===== config.mk =====
export PLATFORM = sky130hd
export DESIGN_NAME = rob_commit_unit
export DESIGN_NICKNAME = d
export VERILOG_FILES = /design/src/rtl/rob_commit_unit.sv
export SDC_FILE = /design/constraint.sdc
export NUM_CORES = 1
export LEC_CHECK = 0
export BUFFER_PORTS_ARGS = -buffer_cell sky130_fd_sc_hd__buf_2
export CAP_MARGIN = 20
export CORE_MARGIN = 3
export CORE_UTILIZATION = 48
export CTS_BUF_LIST = sky130_fd_sc_hd__clkbuf_16
export CTS_CLUSTER_DIAMETER = 150
export CTS_CLUSTER_SIZE = 25
export DETAILED_ROUTE_END_ITERATION = 10
export PLACE_DENSITY = 0.67
export SLEW_MARGIN = 20
export SYNTH_ARGS = -nofsm -noshare
export SYNTH_HDL_FRONTEND = slang
export SYNTH_SLANG_ARGS = --single-unit

===== constraint.sdc =====
create_clock -name clk -period 4.86 [get_ports clk]
set_input_delay 0.486 -clock clk [delete_from_list [all_inputs] [get_ports clk]]
set_output_delay 0.486 -clock clk [all_outputs]
set_load 0.01 [all_outputs]

===== src/rtl/rob_commit_unit.sv =====
// In-order reorder buffer: 2-wide dispatch, 3 completion ports, 2-wide retire.
// Drives the RRF/ARF commit pairs and raises flush_out on a retiring mispredict.
module rob_commit_unit #(
    parameter int DEPTH = 16,
    parameter int IDX_W = 4,
    parameter int TAG_W = 7
) (
    input  logic             clk,
    input  logic             reset,
    input  logic             flush,
    input  logic             disp_valid1,
    input  logic             disp_has_dest1,
    input  logic [2:0]       disp_arch_idx1,
    input  logic [TAG_W-1:0] disp_rrf_tag1,
    input  logic             disp_valid2,
    input  logic             disp_has_dest2,
    input  logic [2:0]       disp_arch_idx2,
    input  logic [TAG_W-1:0] disp_rrf_tag2,
    output logic             rob_ready,
    output logic [IDX_W-1:0] disp_rob_idx1,
    output logic [IDX_W-1:0] disp_rob_idx2,
    input  logic             cmp1_en,
    input  logic [IDX_W-1:0] cmp1_idx,
    input  logic             cmp1_mispredict,
    input  logic             cmp2_en,
    input  logic [IDX_W-1:0] cmp2_idx,
    input  logic             cmp2_mispredict,
    input  logic             cmp3_en,
    input  logic [IDX_W-1:0] cmp3_idx,
    input  logic             cmp3_mispredict,
    output logic             rob_write_valid1,
    output logic [2:0]       rob_write_index1,
    output logic [TAG_W-1:0] rob_rrf_read_idx1,
    output logic             rob_write_valid2,
    output logic [2:0]       rob_write_index2,
    output logic [TAG_W-1:0] rob_rrf_read_idx2,
    output logic [1:0]       retire_count,
    output logic             flush_out
);
    logic [DEPTH-1:0] valid, done, mispredict, has_dest;
    logic [2:0]       arch_idx [DEPTH];
    logic [TAG_W-1:0] rrf_tag [DEPTH];
    logic [IDX_W-1:0] head, tail, head1, tail1;
    logic [IDX_W:0]   count;
    logic             clear, c1, c2, take1, take2;
    logic [1:0]       n_disp;
    logic [DEPTH-1:0] cmp_hit, cmp_mis, retire_clr;

    assign clear = reset | flush;
    assign head1 = head + IDX_W'(1);
    assign tail1 = tail + IDX_W'(1);

    assign rob_ready     = count <= (IDX_W+1)'(DEPTH - 2);
    assign disp_rob_idx1 = tail;
    assign disp_rob_idx2 = tail1;
    assign take1  = rob_ready & disp_valid1;
    assign take2  = take1 & disp_valid2;
    assign n_disp = {1'b0, take1} + {1'b0, take2};

    // Second slot may not retire behind a mispredicted head.
    assign c1 = ~clear & valid[head] & done[head];
    assign c2 = c1 & ~mispredict[head] & valid[head1] & done[head1];

    assign flush_out         = (c1 & mispredict[head]) | (c2 & mispredict[head1]);
    assign rob_write_valid1  = c1 & has_dest[head];
    assign rob_write_index1  = c1 ? arch_idx[head] : '0;
    assign rob_rrf_read_idx1 = c1 ? rrf_tag[head] : '0;
    assign rob_write_valid2  = c2 & has_dest[head1];
    assign rob_write_index2  = c2 ? arch_idx[head1] : '0;
    assign rob_rrf_read_idx2 = c2 ? rrf_tag[head1] : '0;
    assign retire_count      = {1'b0, c1} + {1'b0, c2};

    // Ports naming the same entry merge their mispredict bits here.
    always_comb begin
        cmp_hit    = '0;
        cmp_mis    = '0;
        retire_clr = '0;
        if (cmp1_en) begin
            cmp_hit[cmp1_idx] = 1'b1;
            cmp_mis[cmp1_idx] = cmp_mis[cmp1_idx] | cmp1_mispredict;
        end
        if (cmp2_en) begin
            cmp_hit[cmp2_idx] = 1'b1;
            cmp_mis[cmp2_idx] = cmp_mis[cmp2_idx] | cmp2_mispredict;
        end
        if (cmp3_en) begin
            cmp_hit[cmp3_idx] = 1'b1;
            cmp_mis[cmp3_idx] = cmp_mis[cmp3_idx] | cmp3_mispredict;
        end
        cmp_hit = cmp_hit & valid;
        if (c1) retire_clr[head] = 1'b1;
        if (c2) retire_clr[head1] = 1'b1;
    end

    always_ff @(posedge clk) begin
        if (clear | flush_out) begin
            valid      <= '0;
            done       <= '0;
            mispredict <= '0;
            has_dest   <= '0;
            head       <= '0;
            tail       <= '0;
            count      <= '0;
            for (int i = 0; i < DEPTH; i++) begin
                arch_idx[i] <= '0;
                rrf_tag[i]  <= '0;
            end
        end else begin
            for (int i = 0; i < DEPTH; i++) begin
                if (cmp_hit[i]) begin
                    done[i]       <= 1'b1;
                    mispredict[i] <= mispredict[i] | cmp_mis[i];
                end
                if (retire_clr[i]) begin
                    valid[i]      <= 1'b0;
                    done[i]       <= 1'b0;
                    mispredict[i] <= 1'b0;
                    has_dest[i]   <= 1'b0;
                end
            end
            // Dispatch targets free entries only, so it never collides with retire.
            if (take1) begin
                valid[tail]      <= 1'b1;
                done[tail]       <= 1'b0;
                mispredict[tail] <= 1'b0;
                has_dest[tail]   <= disp_has_dest1;
                arch_idx[tail]   <= disp_arch_idx1;
                rrf_tag[tail]    <= disp_rrf_tag1;
            end
            if (take2) begin
                valid[tail1]      <= 1'b1;
                done[tail1]       <= 1'b0;
                mispredict[tail1] <= 1'b0;
                has_dest[tail1]   <= disp_has_dest2;
                arch_idx[tail1]   <= disp_arch_idx2;
                rrf_tag[tail1]    <= disp_rrf_tag2;
            end
            head  <= head + IDX_W'(retire_count);
            tail  <= tail + IDX_W'(n_disp);
            count <= count + (IDX_W+1)'(n_disp) - (IDX_W+1)'(retire_count);
        end
    end
endmodule

* Word level (Yosys, flattened, before mapping)
Memories as Yosys holds them, arrays and structs flattened. A register that Yosys moved wholly into a read port is not among the register bits. Cells that the tools add are included. Widths: inputs -> output; s select.
Cells by class: $add $sub $neg 8, order comparisons 15, mux-type cells 245, bitwise logic cells 48, reductions and logical operators 11
Operators with widths (count):
- $mux 16 | 20
- $mux 1 | 190
- $and 16x16->16 | 6
- $or 16x16->16 | 5
- $bwmux 16 | 4
- $bmux 1 s4 | 10
- $lt 4x5->1 const B | 7
- $not 16->16 | 2
- $demux 1 s4 | 7
- $ge 4x1->1 const B | 7
- $mux 7 | 4
- $mux 4 | 6
- $or 1x1->1 | 22
- $reduce_or 7->1 | 2
- $mux 3 | 4
- $and 1x1->1 | 11
- $add 4x1->4 const B | 2
- $add 4x2->4 | 2
- $logic_and 1x1->1 | 7
- $reduce_or 3->1 | 2
- $add 5x2->5 | 1
- $le 5x4->1 const B | 1
- $sub 5x2->5 | 1
- $add 1x1->2 | 2
- $not 1->1 | 2
Word-level totals: flip-flop bits (word level) 77, RAM bits 160, memory bits (read-only) 16, bits of input ports 45, output and inout bits 34, memories kept 3
Memory list:
- rrf_tag | words 16, width 7, read ports 2, clocked after Yosys merged registers in 1, write ports 16, RTL line 42 | logic [TAG_W-1:0] rrf_tag [DEPTH];
- arch_idx | words 16, width 3, read ports 2, clocked after Yosys merged registers in 1, write ports 16, RTL line 41 | logic [2:0] arch_idx [DEPTH];
- (name not given) | words 16, width 1, read ports 1, clocked after Yosys merged registers in 0, write ports 0, RTL line 80 | cmp_mis[cmp1_idx] = cmp_mis[cmp1_idx] | cmp1_mispredict;

* Logic depth before layout (Yosys ltp)
depth in word-level cells 25, depth in mapped cells 25, depth with buffers taken out 18

* Worst setup path before layout
OpenSTA, ideal clock, no wires.
path kind register to register, from register head[0], to register count[4], setup time 114 ps, data arrival time 5094 ps, data required time 4746 ps, slack -349 ps, stages on the path, launching flop included 26, clock period less this slack 5209 ps, cell sequence dfxtp_1 > buf_2 > buf_4 > buf_2 > buf_2 > buf_1 > inv_1 > ha_1 > buf_2 > buf_2 > o2111ai_1 > a41o_2 > or2_2 > clkbuf_1 > inv_1 > ha_1 > ha_1 > inv_1 > ha_1 > inv_1 > fa_1 > inv_1 > a21o_1 > a21oi_1 > xor2_1 > nor2_1
RTL lines:
- start: declaration | RTL line 43 | logic [IDX_W-1:0] head, tail, head1, tail1;
- start signal: assignment | RTL line 138 | head <= head + IDX_W'(retire_count);
- branches (longest 7 deep; another with $add 4x1->4)
- $add 1x1->2 (*) | RTL line 71 | assign retire_count = {1'b0, c1} + {1'b0, c2};
- named net retire_count[0] | RTL line 37 | output logic [1:0] retire_count,
- $sub 5x2->5 (*) | RTL line 140 | count <= count + (IDX_W+1)'(n_disp) - (IDX_W+1)'(retire_count);
- end signal: assignment | RTL line 140
- end: declaration | RTL line 44 | logic [IDX_W:0] count;
Mark *: on every way through the listed nets, which the timed path passes. The select of a mux whose other input is x is not followed. A chain may end at the register's enable or synchronous reset.

* Worst setup path in the final report
from register head[0], to output rob_write_index1[0]
Between the ends: cells in the longest elaborated chain, start to end 5
Ends and longest elaborated chain:
- $bmux 1 s4 | RTL line 61 | assign c1 = ~clear & valid[head] & done[head];
- $mux 1 (implied by the code) | RTL line 61
- $and 1x1->1 | RTL line 61
- $and 1x1->1 (*) | RTL line 61
- $mux 3 (*) | RTL line 66 | assign rob_write_index1 = c1 ? arch_idx[head] : '0;
- end: declaration | RTL line 32 | output logic [2:0] rob_write_index1,
Mark *: on every way between the ends. The rest lies on a longest branch, timed or not. The select of a mux whose other input is x is not followed.

==> impl_metrics.prom <==
# TYPE chip_impl_metric gauge
chip_impl_info{name="status",value="completed"} 1
chip_impl_metric{name="fp.coreArea",unit="sq um"} 32800
chip_impl_metric{name="sw_ratio",unit="%"} 27.7
chip_impl_metric{name="tightest_slew",unit="ns"} 0.985
chip_impl_metric{name="final_period_minus_worst_setup_slack",unit="ns"} 4.65
chip_impl_metric{name="cts_htree_levels",unit=""} 1
chip_impl_metric{name="netlist_area",unit="sq um"} 16100
chip_impl_metric{name="finalSetupViolations",unit=""} 0
chip_impl_info{name="setup.worst_path.start_class",value="flip-flop"} 1
chip_impl_metric{name="timing.final.max_slew_violations",unit=""} 0
chip_impl_metric{name="net-switching-power",unit="W"} 0.00111
chip_impl_metric{name="first_iter_violations",unit=""} 2060
chip_impl_metric{name="floorplan.die.width",unit="um"} 189
chip_impl_info{name="synthFlopType",value="sky130_fd_sc_hd__edfxtp_1"} 1
chip_impl_info{name="hold_class",value="flip-flop to flip-flop"} 1
chip_impl_metric{name="via_count",unit=""} 14500
chip_impl_info{name="cpMaxStageDelayCell",value="sky130_fd_sc_hd__buf_4"} 1
chip_impl_metric{name="final_core_util",unit="%"} 52.0
chip_impl_metric{name="io_buffers",unit=""} 78
chip_impl_metric{name="initial_utilization",unit="%"} 49.2
chip_impl_metric{name="finalClockSkew",unit="ns"} 0.0456
chip_impl_metric{name="synthesis.nets",unit=""} 1741
chip_impl_info{name="critPathTopFamily",value="buffers and inverters"} 1
chip_impl_info{name="top_cells_by_area_in_the_synthesized_netlist",value="sky130_fd_sc_hd__edfxtp_1 (30%), sky130_fd_sc_hd__mux4_2 (17%), sky130_fd_sc_hd__dfxtp_1 (9.6%)"} 1
chip_impl_metric{name="grt_first_pass_wirelength",unit="um"} 85600
chip_impl_metric{name="die_footprint",unit="sq um"} 35800
chip_impl_metric{name="clock_latency",unit="ns"} 0.52
chip_impl_metric{name="viasPerCell",unit=""} 6.97
chip_impl_metric{name="postSynth.asyncResetShare",unit="%"} 0
chip_impl_metric{name="cp_num_buf_inv",unit=""} 3
chip_impl_metric{name="critical_path_peak_fanout",unit=""} 51
chip_impl_metric{name="maximum_vdd_drop",unit="mV"} 0.207
chip_impl_metric{name="fp-row-count",unit=""} 66
chip_impl_info{name="synth_top_area_cell",value="sky130_fd_sc_hd__edfxtp_1"} 1
chip_impl_metric{name="post_route_cells_drive_above_1_share",unit="%"} 17.0
chip_impl_metric{name="grt_start_max_net_pins",unit=""} 203
chip_impl_metric{name="fmax",unit="MHz"} 215
chip_impl_info{name="end_kind",value="output port"} 1
chip_impl_metric{name="pin_count",unit=""} 79
chip_impl_info{name="cp_cell_sequence",value="buf_4 > buf_4 > mux4_2 > mux4_2 > and3_1 > buf_2"} 1
chip_impl_metric{name="int_power",unit="W"} 0.00290
chip_impl_metric{name="placed_inst_area",unit="sq um"} 16700
chip_impl_info{name="worst_setup_path_startpoint",value="head[0]"} 1
chip_impl_metric{name="post_cts_buffers",unit=""} 0
chip_impl_metric{name="crit_required",unit="ns"} 4.37
chip_impl_metric{name="cellLeakagePower",unit="nW"} 5.47
chip_impl_metric{name="min_period_over_period",unit="%"} 95.7
chip_impl_metric{name="detailedPlacementHpwl",unit="um"} 39100
chip_impl_info{name="grt_setup_unrepaired",value="no"} 1
chip_impl_info{name="timing.setup.critical_path_class",value="flip-flop to output port"} 1
chip_impl_info{name="rr_endpoint",value="count[4]"} 1
chip_impl_metric{name="number_of_flops_mapped_to_enable_cells_by_yosys",unit=""} 160
chip_impl_metric{name="synthesis.instances",unit=""} 1666
chip_impl_metric{name="clkSlewWorstSetupHoldPaths",unit="ns"} 0.11
chip_impl_metric{name="cts_hold_buf",unit=""} 0
chip_impl_metric{name="power.share.clock",unit="%"} 30.5
chip_impl_metric{name="clock_sink_count",unit=""} 237
chip_impl_metric{name="drv_cap",unit=""} 0
chip_impl_metric{name="detailedPlace.worstSlack",unit="ns"} 0.584
chip_impl_metric{name="share_comb_of_total_power",unit="%"} 12.9
chip_impl_metric{name="dieHeight",unit="um"} 189
chip_impl_metric{name="layout-area-overhead-vs-synth",unit="%"} 5.68
chip_impl_metric{name="cts-buffers-inserted",unit=""} 13
chip_impl_metric{name="first_global_vias",unit=""} 13800
chip_impl_metric{name="p_seq_share",unit="%"} 56.6
chip_impl_metric{name="fin_area",unit="sq um"} 17000
chip_impl_metric{name="grt_antenna_before_repair",unit=""} 2
chip_impl_metric{name="timing.critical_path.depth",unit=""} 6
chip_impl_metric{name="grt_usage",unit="%"} 31.0
chip_impl_metric{name="yosys_warnings",unit=""} 0
chip_impl_metric{name="setup_total_negative_slack",unit="ns"} 0
chip_impl_metric{name="power.density_cell_area",unit="nW/um^2"} 235
chip_impl_metric{name="r2r_setup_slack",unit="ns"} 0.49
chip_impl_metric{name="timing.final.ws_setup",unit="ns"} 0.209
chip_impl_metric{name="cts-root-to-sink-buffers",unit=""} 3
chip_impl_info{name="min_from",value="done[5]"} 1
chip_impl_metric{name="critical_path.max_stage_delay",unit="ns"} 0.78
chip_impl_metric{name="detail-route-antenna-nets",unit=""} 0
chip_impl_metric{name="slew-limit-headroom",unit="%"} 33.8
chip_impl_metric{name="gr-total-overflow",unit=""} 0
chip_impl_metric{name="synth_area_per_cell",unit="sq um"} 9.68
chip_impl_info{name="crit_end",value="rob_write_index1[0]"} 1
chip_impl_metric{name="fin_nets",unit=""} 1699
chip_impl_metric{name="gp_congestion",unit=""} 0.986
chip_impl_metric{name="rr_worst_depth",unit=""} 17
chip_impl_metric{name="worst-endpoint-arrival",unit="ns"} 4.17
chip_impl_metric{name="synth_cell_type_count",unit=""} 75
chip_impl_metric{name="post-route-drc-count",unit=""} 0
chip_impl_info{name="tritoncts",value="built"} 1
chip_impl_metric{name="yosys_register_bits",unit=""} 237
chip_impl_info{name="cts_root_buf",value="sky130_fd_sc_hd__clkbuf_16"} 1
chip_impl_metric{name="finalWirelength",unit="um"} 56400
chip_impl_metric{name="netlist.area_leader.share",unit="%"} 29.8
chip_impl_metric{name="cts_resized",unit=""} 0
chip_impl_metric{name="firstDrtPassIters",unit=""} 6
chip_impl_metric{name="yosysSeqAreaShare",unit="%"} 39.4
chip_impl_metric{name="timing_hold_violations_final",unit=""} 0
chip_impl_metric{name="wl_per_cell",unit="um"} 27.2
chip_impl_info{name="r2r-start",value="head[0]"} 1
==> power groups by stage <==
| stage | combinational, W | sequential (W) | clock (W) |
|---|---|---|---|
| final | 0.000515 | 0.00227 | 0.00122 |
| after global placement | 0.000491 | 0.00231 | 0 |
| after floorplan | 0.000335 | 0.00229 | 0 |
| after global routing | 0.000546 | 0.00228 | 0.00128 |
| after CTS | 0.000499 | 0.00227 | 0.00121 |
| after detailed placement | 0.000495 | 0.00231 | 0 |
==> cell usage after synthesis (all sizes together), types with 11 or more instances <==
| library cell | number |
|---|---|
| nand2 | 194 |
| nand3 | 191 |
| a21oi | 181 |
| edfxtp | 160 |
| mux4 | 119 |
| nor2 | 112 |
| clkbuf | 97 |
| buf | 80 |
| dfxtp | 77 |
| and3 | 41 |
| a22oi | 40 |
| inv | 36 |
| o21ai | 36 |
| nor2b | 28 |
| ha | 26 |
| nor3 | 26 |
| o211ai | 23 |
| and2 | 18 |
| a221oi | 16 |
| a31oi | 14 |
| a211oi | 11 |
| nand3b | 11 |
==> worst register-to-register path: stages, from the launching register on <==
cell and delay, ns:
sky130_fd_sc_hd__dfxtp_4 0.62, sky130_fd_sc_hd__mux4_2 0.58, sky130_fd_sc_hd__mux2i_1 0.20, sky130_fd_sc_hd__mux2i_1 0.16, sky130_fd_sc_hd__a41o_2 0.36, sky130_fd_sc_hd__or2_2 0.44, sky130_fd_sc_hd__inv_1 0.14, sky130_fd_sc_hd__ha_1 0.27
sky130_fd_sc_hd__ha_1 0.28, sky130_fd_sc_hd__inv_1 0.06, sky130_fd_sc_hd__ha_1 0.16, sky130_fd_sc_hd__inv_1 0.06, sky130_fd_sc_hd__fa_1 0.45, sky130_fd_sc_hd__inv_1 0.08, sky130_fd_sc_hd__a21o_1 0.10, sky130_fd_sc_hd__a21oi_1 0.07
sky130_fd_sc_hd__xor2_1 0.12, sky130_fd_sc_hd__nor2_1 0.05
==> final cells by class <==
type                       instances  area [sq um]
tap                              442           553
inverter                          36           135
clock inverter                     9          51.3
multi-input combinational       1216          8900
antenna                            1          2.50
timing repair buffer             120           718
fill                            2953         15700
sequential                       237          6350
clock buffer                      13           325
==> through the flow <==
stage,std cells,hold WS (ns),total power [W]
floorplan,1666,0.424,0.00263
global placement,2051,0.439,0.00280
detailed placement,2051,0.442,0.00281
CTS,2073,0.458,0.00398
global route,2073,0.507,0.00411
finish,2074,0.458,0.00401
==> layer usage <==
layer  routed length (um)  share of wire, %  up-vias  track usage [%]
li1                     -                 -     6168                -
met1                21700                39     7045             44.9
met2                25100                44     1098             47.1
met3                 7830                14      148             6.70
met4                 1760               3.1        2             9.04
met5                   10             0.018        -                0
==> state kept, by name, indices dropped and copies added (netlist names), 5 cells and up <==
name        count
count           5
valid          16
rrf_tag       112
mispredict     16
arch_idx       48
done           16
has_dest       16
==> worst min-delay path by stage <==
stage / end / slack [ns] / cells past startpoint
after floorplan: done[5] / 0.42 / 2
after global placement: done[5] / 0.44 / 2
after detailed placement: done[5] / 0.44 / 2
after CTS: done[5] / 0.46 / 2
after global routing: mispredict[6] / 0.51 / 2
final: done[5] / 0.46 / 2
==> cell families after synthesis <==
logic type / synth area share (%)
buffers and inverters: 5.61
and+or+nand+nor: 19.8
xor gates and xnor gates: 1.02
AOI/OAI and AO/OA: 14.4
adders and majority gates: 2.51
DFF: 39.4
muxes: 17.3
==> cell usage in the layout (no fill, tap or decap), drive strengths merged, types with 11 or more instances in the layout <==
cell type	n
a211oi	11
a21oi	181
a221oi	16
a22oi	40
a31oi	14
and2	18
and3	41
buf	120
clkbuf	13
dfxtp	77
edfxtp	160
ha	26
inv	45
mux4	119
nand2	194
nand3	191
nand3b	11
nor2	112
nor2b	28
nor3	26
o211ai	23
o21ai	36
No activity file was read; power rests on OpenSTA's default activity.
